<file path="config.mk">
export PLATFORM = sky130hd
export DESIGN_NAME = fp_divider_seq
export DESIGN_NICKNAME = d
export VERILOG_FILES = /design/src/rtl/fp_divider_seq.sv
export SDC_FILE = /design/constraint.sdc
export NUM_CORES = 1
export LEC_CHECK = 0
export BUFFER_PORTS_ARGS = -buffer_cell sky130_fd_sc_hd__buf_4
export CAP_MARGIN = 15
export CELL_PAD_IN_SITES_DETAIL_PLACEMENT = 1
export CELL_PAD_IN_SITES_GLOBAL_PLACEMENT = 1
export CORE_MARGIN = 8
export CORE_UTILIZATION = 47
export CTS_CLUSTER_DIAMETER = 30
export DETAILED_ROUTE_END_ITERATION = 12
export PLACE_DENSITY_LB_ADDON = 0.1
export SLEW_MARGIN = 20
export SYNTH_ARGS = -nofsm -noshare
export SYNTH_HDL_FRONTEND = slang
export SYNTH_SLANG_ARGS = --single-unit
</file>
<file path="constraint.sdc">
create_clock -name clk -period 4.1 [get_ports clk]
set_clock_uncertainty 0.15 [all_clocks]
set_input_delay 0.205 -clock clk [delete_from_list [all_inputs] [get_ports clk]]
set_output_delay 0.205 -clock clk [all_outputs]
set_load 0.1 [all_outputs]
</file>
<file path="src/rtl/fp_divider_seq.sv">
// Sequential IEEE-754 binary16 divider: 1 unpack cycle, 14 restoring-division
// cycles, 1 round cycle. Subnormals are flushed to zero on input and output.
module fp_divider_seq (
  input  logic        clk,
  input  logic        rst,
  input  logic        start,
  input  logic [15:0] a,
  input  logic [15:0] b,
  output logic        busy,
  output logic        done,
  output logic [15:0] result,
  output logic        overflow,
  output logic        underflow,
  output logic        div_by_zero,
  output logic        invalid
);

  typedef enum logic [1:0] {IDLE, UNPACK, DIVIDE, ROUND} state_t;

  state_t             state, state_nxt;
  logic [3:0]         cnt;
  logic [3:0]         flags;
  logic [15:0]        a_lat, b_lat;
  logic               sign;
  logic signed [7:0]  exp_q;
  logic [11:0]        rem;
  logic [10:0]        dvsr;
  logic [13:0]        quo;
  logic               special;
  logic [15:0]        spec_res;
  logic [3:0]         spec_flags;

  logic [4:0]         ea, eb;
  logic               a_nan, a_inf, a_zero, b_nan, b_inf, b_zero, sgn;
  logic               spec_hit;
  logic [15:0]        spec_val;
  logic [3:0]         spec_f;
  logic               rem_ge;
  logic [10:0]        rem_sub;
  logic [17:0]        rounded;

  // Returns {overflow, underflow, packed result} from the raw quotient.
  function automatic logic [17:0] round_pack(input logic sgn_in,
                                             input logic signed [7:0] e_in,
                                             input logic [13:0] q,
                                             input logic rem_nz);
    logic [10:0]       m;
    logic              g, s, up;
    logic signed [7:0] e;
    logic [11:0]       mr;
    if (q[13]) begin
      m = q[13:3];
      g = q[2];
      s = (|q[1:0]) | rem_nz;
      e = e_in;
    end else begin
      m = q[12:2];
      g = q[1];
      s = q[0] | rem_nz;
      e = e_in - 8'sd1;
    end
    up = g & (s | m[0]);
    mr = {1'b0, m} + {11'd0, up};
    if (mr[11]) begin
      mr = {1'b0, mr[11:1]};
      e  = e + 8'sd1;
    end
    if (e >= 8'sd31)
      round_pack = {2'b10, sgn_in, 15'h7C00};
    else if (e <= 8'sd0)
      round_pack = {2'b01, sgn_in, 15'h0000};
    else
      round_pack = {2'b00, sgn_in, e[4:0], mr[9:0]};
  endfunction

  // Operand classification and special-case resolution (used in UNPACK)
  always_comb begin
    ea       = a_lat[14:10];
    eb       = b_lat[14:10];
    a_nan    = (ea == 5'h1F) && (a_lat[9:0] != 10'd0);
    a_inf    = (ea == 5'h1F) && (a_lat[9:0] == 10'd0);
    a_zero   = (ea == 5'h00);
    b_nan    = (eb == 5'h1F) && (b_lat[9:0] != 10'd0);
    b_inf    = (eb == 5'h1F) && (b_lat[9:0] == 10'd0);
    b_zero   = (eb == 5'h00);
    sgn      = a_lat[15] ^ b_lat[15];
    spec_hit = 1'b1;
    spec_val = 16'h0000;
    spec_f   = 4'b0000;
    if (a_nan || b_nan || (a_zero && b_zero) || (a_inf && b_inf)) begin
      spec_val = 16'h7E00;
      spec_f   = 4'b0001;
    end else if (a_inf) begin
      spec_val = {sgn, 15'h7C00};
    end else if (b_zero) begin
      spec_val = {sgn, 15'h7C00};
      spec_f   = 4'b0010;
    end else if (b_inf || a_zero) begin
      spec_val = {sgn, 15'h0000};
    end else begin
      spec_hit = 1'b0;
    end
  end

  always_comb begin
    rem_ge  = rem >= {1'b0, dvsr};
    rem_sub = rem[10:0] - dvsr;
    rounded = round_pack(sign, exp_q, quo, rem != 12'd0);
  end

  always_comb begin
    state_nxt = state;
    case (state)
      IDLE:    if (start) state_nxt = UNPACK;
      UNPACK:  state_nxt = DIVIDE;
      DIVIDE:  if (cnt == 4'd13) state_nxt = ROUND;
      ROUND:   state_nxt = IDLE;
      default: state_nxt = IDLE;
    endcase
  end

  always_ff @(posedge clk) begin
    if (!rst) begin
      state  <= IDLE;
      cnt    <= 4'd0;
      done   <= 1'b0;
      result <= 16'h0000;
      flags  <= 4'b0000;
    end else begin
      state <= state_nxt;
      done  <= (state == ROUND);
      if (state == UNPACK)
        cnt <= 4'd0;
      else if (state == DIVIDE)
        cnt <= cnt + 4'd1;
      if (state == ROUND) begin
        result <= special ? spec_res : rounded[15:0];
        flags  <= special ? spec_flags : {rounded[17:16], 2'b00};
      end
    end
  end

  // Datapath registers carry no reset; the FSM decides when they matter.
  always_ff @(posedge clk) begin
    if (state == IDLE && start) begin
      a_lat <= a;
      b_lat <= b;
    end
    if (state == UNPACK) begin
      sign       <= sgn;
      exp_q      <= $signed({3'b000, ea}) - $signed({3'b000, eb}) + 8'sd15;
      rem        <= {2'b01, a_lat[9:0]};
      dvsr       <= {1'b1, b_lat[9:0]};
      quo        <= 14'd0;
      special    <= spec_hit;
      spec_res   <= spec_val;
      spec_flags <= spec_f;
    end
    if (state == DIVIDE) begin
      if (rem_ge) begin
        rem <= {rem_sub, 1'b0};
        quo <= {quo[12:0], 1'b1};
      end else begin
        rem <= {rem[10:0], 1'b0};
        quo <= {quo[12:0], 1'b0};
      end
    end
  end

  assign busy = (state != IDLE);
  assign {overflow, underflow, div_by_zero, invalid} = flags;

endmodule

</file>
==> results_dict.tcl, run 1 <==
set metrics [dict create \
    cap_violations 0 \
    synthAdderAreaFrac 0.06201 \
    period_minus_slack_ns 3.620 \
    layout.nets 693 \
    synth_edf_count 81 \
    firstDrtPassIters 4 \
    yosys_warnings 0 \
    r2r-end "result[6]" \
    peakVddDrop_mv 0.7491 \
    p_clk_frac 0.161 \
    dp_cells 759 \
    grt_overflow_total 0 \
    root_buffer "clkbuf_16" \
    cp_cell_sequence "inv_1, ha_1, nor2b_1, a21oi_1, ha_1, xor2_1, a21oi_1, a21oi_1, nor3_1, o211ai_1, nor4b_4, a32o_1" \
    post-cts-setup-buffers 0 \
    synth_compound_area_frac 0.1429 \
    fillers 1328 \
    initial_utilization 0.4746 \
    startpoint_type "flop" \
    cp_slowest_cell "edfxtp_1" \
    worstMarginPinSlew_ns 0.7543 \
    rsz0062_at_grt "false" \
    combPwrFrac 0.464 \
    die_area_mm2 0.01638 \
    regArea_mm2 0.002973 \
    fin_area_mm2 0.007107 \
    cp_max_fo 14 \
    fmax_mhz 276.3 \
    fin_crit_sh 0.8829 \
    antenna_found_initial 0 \
    synthXorXnorAreaFrac 0.05797 \
    drc 0 \
    finalMaxSlewViolations 0 \
    antenna_left 0 \
    critical_path_class "reg -> reg" \
    cts_resized 0 \
    cp-end-kind "flop" \
    drt_wl_total_um 14550 \
    tns_ns 0 \
    r2r_slack_ns 0.48 \
    whs_endpoint "state[0]" \
    grtUsageTotal 0.1863 \
    die_x_um 128.0 \
    dp.final_hpwl_um 10500 \
    p_sw_w 0.002434 \
    synth_top_family_by_area "simple AND/OR/NAND/NOR gates" \
    p_seq_frac 0.374 \
    cp_common_cell "a21oi_1" \
    syn_inst 547 \
    r2r_cells 12 \
    cts_tree "done" \
    grt_max_degree 37 \
    synthFlopType "edfxtp_1" \
    worstPathRequired_ns 4.25 \
    vias_per_cell 5.488 \
    place_congestion 0.8892 \
    io_pins 57 \
    power.total_w 0.005558 \
    vias 4429 \
    crit_path_max_incr_delay_ns 0.63 \
    cts_max_level 3 \
    cts_buffer_depth 2 \
    cp_data_arrival_time_ns 3.77 \
    place_area_mm2 0.006470 \
    synth-simple-area-share 0.1705 \
    switching_share 0.4379 \
    post_drt_wl_per_cell_um 18.03 \
    rr_startpoint "exp_q[0]" \
    async_reset_ff_frac 0 \
    syn_area_mm2 0.005892 \
    leakage_nw 2.769 \
    min_from "rst" \
    port_buffers 56 \
    ys_types 65 \
    insertion_delay_ns 0.36 \
    p_per_area_mw_per_mm2 782.1 \
    ys_seq_area_frac 0.5046 \
    avgSynthCellArea_um2 10.77 \
    synth_nets 610 \
    fin_hold_ws_ns 0.02697 \
    slew_headroom 0.4906 \
    grt_pass1_vias 4796 \
    p_int_w 0.003124 \
    muxShareOfSynthArea 0.02293 \
    num_antenna_cells 0 \
    hold_viol 0 \
    drt_iter0_drc 234 \
    rows 41 \
    clock-sinks 108 \
    ys_ff_latch 108 \
    setup_viol 0 \
    grt_pass1_wl_um 24250 \
    clk_pin_slew_worst_paths_ns 0.08 \
    fin_cells 807 \
    drive_gt1_frac 0.1480 \
    cts_buffers 9 \
    area_growth_pct 20.62 \
    core_area_mm2 0.01241 \
    min_path_type "in -> reg" \
    die_h_um 128.0 \
    multiInputGateArea_mm2 0.002696 \
    status "complete, no violations" \
    whs_path_depth 3 \
]
final cells by class:
| cell class | instances | area share |
|---|---|---|
| repair buffers | 92 | 0.1085 |
| inverters | 38 | 0.02007 |
| well taps | 172 | 0.03028 |
| clock buffers | 9 | 0.03169 |
| clock inverters | 7 | 0.01180 |
| flip-flops and latches | 108 | 0.4183 |
| multi-input cells | 381 | 0.3794 |
power groups by stage:
| stage | clock network, W | logic (W) | registers (W) |
|---|---|---|---|
| after detailed placement | 0 | 0.00253 | 0.00210 |
| after CTS | 0.000912 | 0.00257 | 0.00208 |
| after global placement | 0 | 0.00244 | 0.00208 |
| after floorplan | 0 | 0.00193 | 0.00203 |
| after global routing | 0.000953 | 0.00285 | 0.00214 |
| final | 0.000897 | 0.00258 | 0.00208 |
state kept, by name, indices dropped and copies added, names as in the netlist, 2 cells and up:
name      count
a_lat        16
b_lat        16
result       16
quo          14
rem          12
dvsr         10
exp_q         7
cnt           4
flags         4
spec_res      3
state         2
cell usage in the layout, fill, tap and decap left out, types with 7 or more instances in the layout:
cell type	n
a21o_1	9
a21oi_1	17
a22o_1	7
and2_1	19
buf_4	60
clkbuf_16	9
dfxtp_1	27
dlygate4sd3_1	32
edfxtp_1	81
ha_1	23
inv_1	38
mux2i_1	9
nand2_1	37
nand3_1	20
nor2_1	38
nor2b_1	14
nor3_1	10
nor4_1	9
o211ai_1	7
o21ai_0	23
xnor2_1	26
xor2_1	13
cells by family after synthesis:
group / count (synthesis)
buffers and inverters: 58
multiplexers: 13
XOR/XNOR: 39
flip-flops: 108
adder cells (fa/ha/maj): 28
AND/OR/NAND/NOR: 184
AO/OA/AOI/OAI: 117
how the worst max path moves through the flow:
stage | start | endpoint | slack (ns) | depth (start not counted)
global placement | exp_q[0] | result[8] | 0.84 | 11
floorplan | quo[13] | result[2] | 0.86 | 13
global route | exp_q[0] | result[8] | 0.16 | 11
detailed placement | exp_q[0] | result[6] | 0.53 | 11
finish | exp_q[0] | result[6] | 0.48 | 12
CTS | exp_q[0] | result[6] | 0.51 | 11
routing by layer:
| metal | wire length (um) | up-vias | global-route usage |
|---|---|---|---|
| li1 | - | 2170 | - |
| met1 | 6725 | 2178 | 0.2271 |
| met2 | 7143 | 71 | 0.3208 |
| met3 | 561 | 10 | 0.04742 |
| met4 | 118 | 0 | 0.04685 |
| met5 | 0 | - | 0 |
stage by stage:
step	utilization	setup WS, ns
final	0.5725	0.4803
after global routing	0.5725	0.1637
after CTS	0.5719	0.5110
after detailed placement	0.5212	0.5280
after global placement	0.5212	0.8377
after floorplan	-	0.8578
worst max-delay path, delay by kind of cell (launching register included):
| family | cells | cell delay, ns |
|---|---|---|
| buffers and inverters | 1 | 0.17 |
| DFF | 1 | 0.63 |
| and+or+nand+nor | 3 | 0.75 |
| AOI/OAI and AO/OA | 5 | 0.96 |
| adders and majority gates | 2 | 0.60 |
| xor gates and xnor gates | 1 | 0.29 |
synth_stat cells (10+ instances only):
| library cell | number | area [um^2] |
|---|---|---|
| nand2_1 | 37 | 138.9 |
| xnor2_1 | 26 | 227.7 |
| inv_1 | 38 | 142.6 |
| nand3_1 | 20 | 100.1 |
| clkbuf_1 | 17 | 63.81 |
| ha_1 | 26 | 325.3 |
| xor2_1 | 13 | 113.9 |
| nor2b_1 | 14 | 87.58 |
| and2_1 | 19 | 118.9 |
| nor2_1 | 38 | 142.6 |
| o21ai_0 | 23 | 115.1 |
| dfxtp_1 | 27 | 540.5 |
| a21oi_1 | 17 | 85.08 |
| edfxtp_1 | 81 | 2432 |
| nor3_1 | 10 | 50.05 |
repair_timing:
action / CTS / global route
endpoints found under the setup margin: 0 / 0
hold endpoints to repair: 32 / 0
hold buffers: 32 / 0
Power figures use the tool's default switching activity.
==> run 2: changes to the inputs <==
--- a/config.mk
+++ b/config.mk
@@ -14,6 +14,7 @@
 export CTS_CLUSTER_DIAMETER = 30
 export DETAILED_ROUTE_END_ITERATION = 12
 export PLACE_DENSITY_LB_ADDON = 0.1
+export REMOVE_ABC_BUFFERS = 1
 export SLEW_MARGIN = 20
 export SYNTH_ARGS = -nofsm -noshare
 export SYNTH_HDL_FRONTEND = slang
==> run 2 against run 1 <==
Effect of this change:
- via count grew 1.2%
- worst setup slack gained 0.0030 ns
- non-clock buffer count up 1
- total power grew 0.94%
- core utilization about the same
- worst hold slack worse by 0.0022 ns
- clock power grew 3.1%
- register-to-register slack about the same
- critical path type unchanged
- highest routed layer unchanged
==> results_dict.tcl, run 2 (same netlist as run 1, synthesis figures left out) <==
set metrics [dict create \
    status "complete, no violations" \
    setup_viol 0 \
    layout_common_cells "81 x edfxtp_1, 61 x buf_4, 38 x inv_1, 38 x nor2_1, 37 x nand2_1" \
    worstMarginPinSlew_ns 1.047 \
    die_area_mm2 0.01638 \
    die_h_um 128.0 \
    firstDrtPassIters 4 \
    p_seq_frac 0.370 \
    p_int_w 0.003175 \
    whs_path_depth 3 \
    vias_per_cell 5.550 \
    period_minus_slack_ns 3.617 \
    cts_tree "done" \
    rows 41 \
    port_buffers 56 \
    startpoint "exp_q[0]" \
    cts_buffers 9 \
    root_buffer "clkbuf_16" \
    worstPathRequired_ns 4.20 \
    use_met2 0.3357 \
    post-route-util 0.5726 \
    drt_wl_total_um 15320 \
    grt_pass1_vias 4850 \
    cp_data_arrival_time_ns 3.72 \
    layout_commonest_cell "edfxtp_1" \
    startpoint_type "flop" \
    p_per_area_mw_per_mm2 789.4 \
    fin_cells 808 \
    p_clk_frac 0.165 \
    clk_pin_slew_worst_paths_ns 0.08 \
    rsz0062_at_grt "false" \
    post_drt_wl_per_cell_um 18.96 \
    peakVddDrop_mv 0.3907 \
    cap_violations 0 \
    vias 4484 \
    num_antenna_cells 0 \
    min_path_type "in -> reg" \
    switching_share 0.4342 \
    min_from "rst" \
    rr_startpoint "exp_q[0]" \
    dp.final_hpwl_um 10700 \
    drive_gt1_frac 0.1447 \
    drt_iter0_drc 267 \
    power.total_w 0.005611 \
    grt_util_met1 0.2424 \
    cts_resized 0 \
    insertion_delay_ns 0.36 \
    p_sw_w 0.002436 \
    grt_max_degree 33 \
    r2r-end "result[8]" \
    grt_overflow_total 0 \
    fmax_mhz 276.5 \
    antenna_found_initial 0 \
    initial_utilization 0.4746 \
    die_x_um 128.0 \
    finalWorstSetupSlack_ns 0.4833 \
    antenna_left 0 \
    whs_endpoint "state[0]" \
    globalRoute.busiestLayer "met2" \
    drc 0 \
    dp_cells 760 \
    place_ws_ns 0.5327 \
    cts_buffer_depth 2 \
    grt_pass1_wl_um 25050 \
    clock-sinks 108 \
    cp_max_fo 14 \
    io_pins 57 \
    reg.largest.list "a_lat: 16 flops, b_lat: 16 flops, result: 16 flops" \
    cp-end-kind "flop" \
    use_met3 0.03577 \
    grtUsageTotal 0.1954 \
    layout.nets 694 \
    cts_max_level 3 \
    finalMaxSlewViolations 0 \
    hold_viol 0 \
    critical_path_class "reg -> reg" \
    r2r_slack_ns 0.48 \
    core_area_mm2 0.01241 \
    place_congestion 0.9143 \
    r2r_cells 12 \
    slew_headroom 0.3020 \
    tns_ns 0 \
    leakage_nw 2.776 \
    combPwrFrac 0.465 \
    fin_crit_sh 0.8821 \
    area_growth_pct 20.64 \
]
run 2: cell types whose count changed in the layout (fill, tap and decap cells not counted), sizes merged:
cell,before,now
inv,43,42
clkbuf,9,10
buf,60,61
clkinv,2,1
bufinv,0,1
run 2: worst max path at each step:
stage	end	slack [ns]	cells past startpoint
finish	result[8]	0.48	12
CTS	result[6]	0.51	11
floorplan	result[2]	0.86	7
detailed placement	result[6]	0.53	11
global placement	result[4]	0.79	11
global route	result[4]	0.24	11
run 2: area by class of cell:
| class | instances | area [um^2] |
|---|---|---|
| clock buffers | 10 | 229.0 |
| clock inverters | 6 | 78.83 |
| fillers | 1348 | 5306 |
| inverters | 38 | 142.6 |
| multi-input cells | 381 | 2691 |
| flip-flops and latches | 108 | 2973 |
| well taps | 172 | 215.2 |
| repair buffers | 93 | 778.2 |
run 2: power groups by stage:
stage | combinational [W] | clock [W] | sequential [W]
after floorplan | 0.00180 | 0 | 0.00211
after global placement | 0.00246 | 0 | 0.00208
after detailed placement | 0.00254 | 0 | 0.00210
after CTS | 0.00260 | 0.000941 | 0.00208
after global routing | 0.00288 | 0.000967 | 0.00213
final | 0.00261 | 0.000925 | 0.00208
run 2: through the flow:
stage	area [um^2]	hold WS (ns)
3_3_place_gp	6477	0.2332
5_1_grt	7108	0.03854
2_1_floorplan	5804	0.1539
3_5_place_dp	6477	0.2343
4_1_cts	7106	0.02820
6_report	7108	0.02478
run 2: routing by layer:
| layer | share of wire | vias to the layer above |
|---|---|---|
| li1 | - | 2167 |
| met1 | 0.45 | 2212 |
| met2 | 0.49 | 92 |
| met3 | 0.040 | 13 |
| met4 | 0.013 | 0 |
| met5 | 0 | - |
run 2: what timing repair did:
action,CTS,global route
hold buffers,32,0
endpoints found under the hold margin,32,0
setup buffers,0,0
run 2: critical path: stages, from the launching register on:
cell and delay (ns):
edfxtp_1 0.61, inv_1 0.16, ha_1 0.35, nor2b_1 0.16
a21oi_1 0.21, ha_1 0.26, xor2_1 0.30, o21ai_0 0.15
a31oi_1 0.16, mux2i_1 0.11, nor3_1 0.47, nor4b_4 0.15
a32o_1 0.27
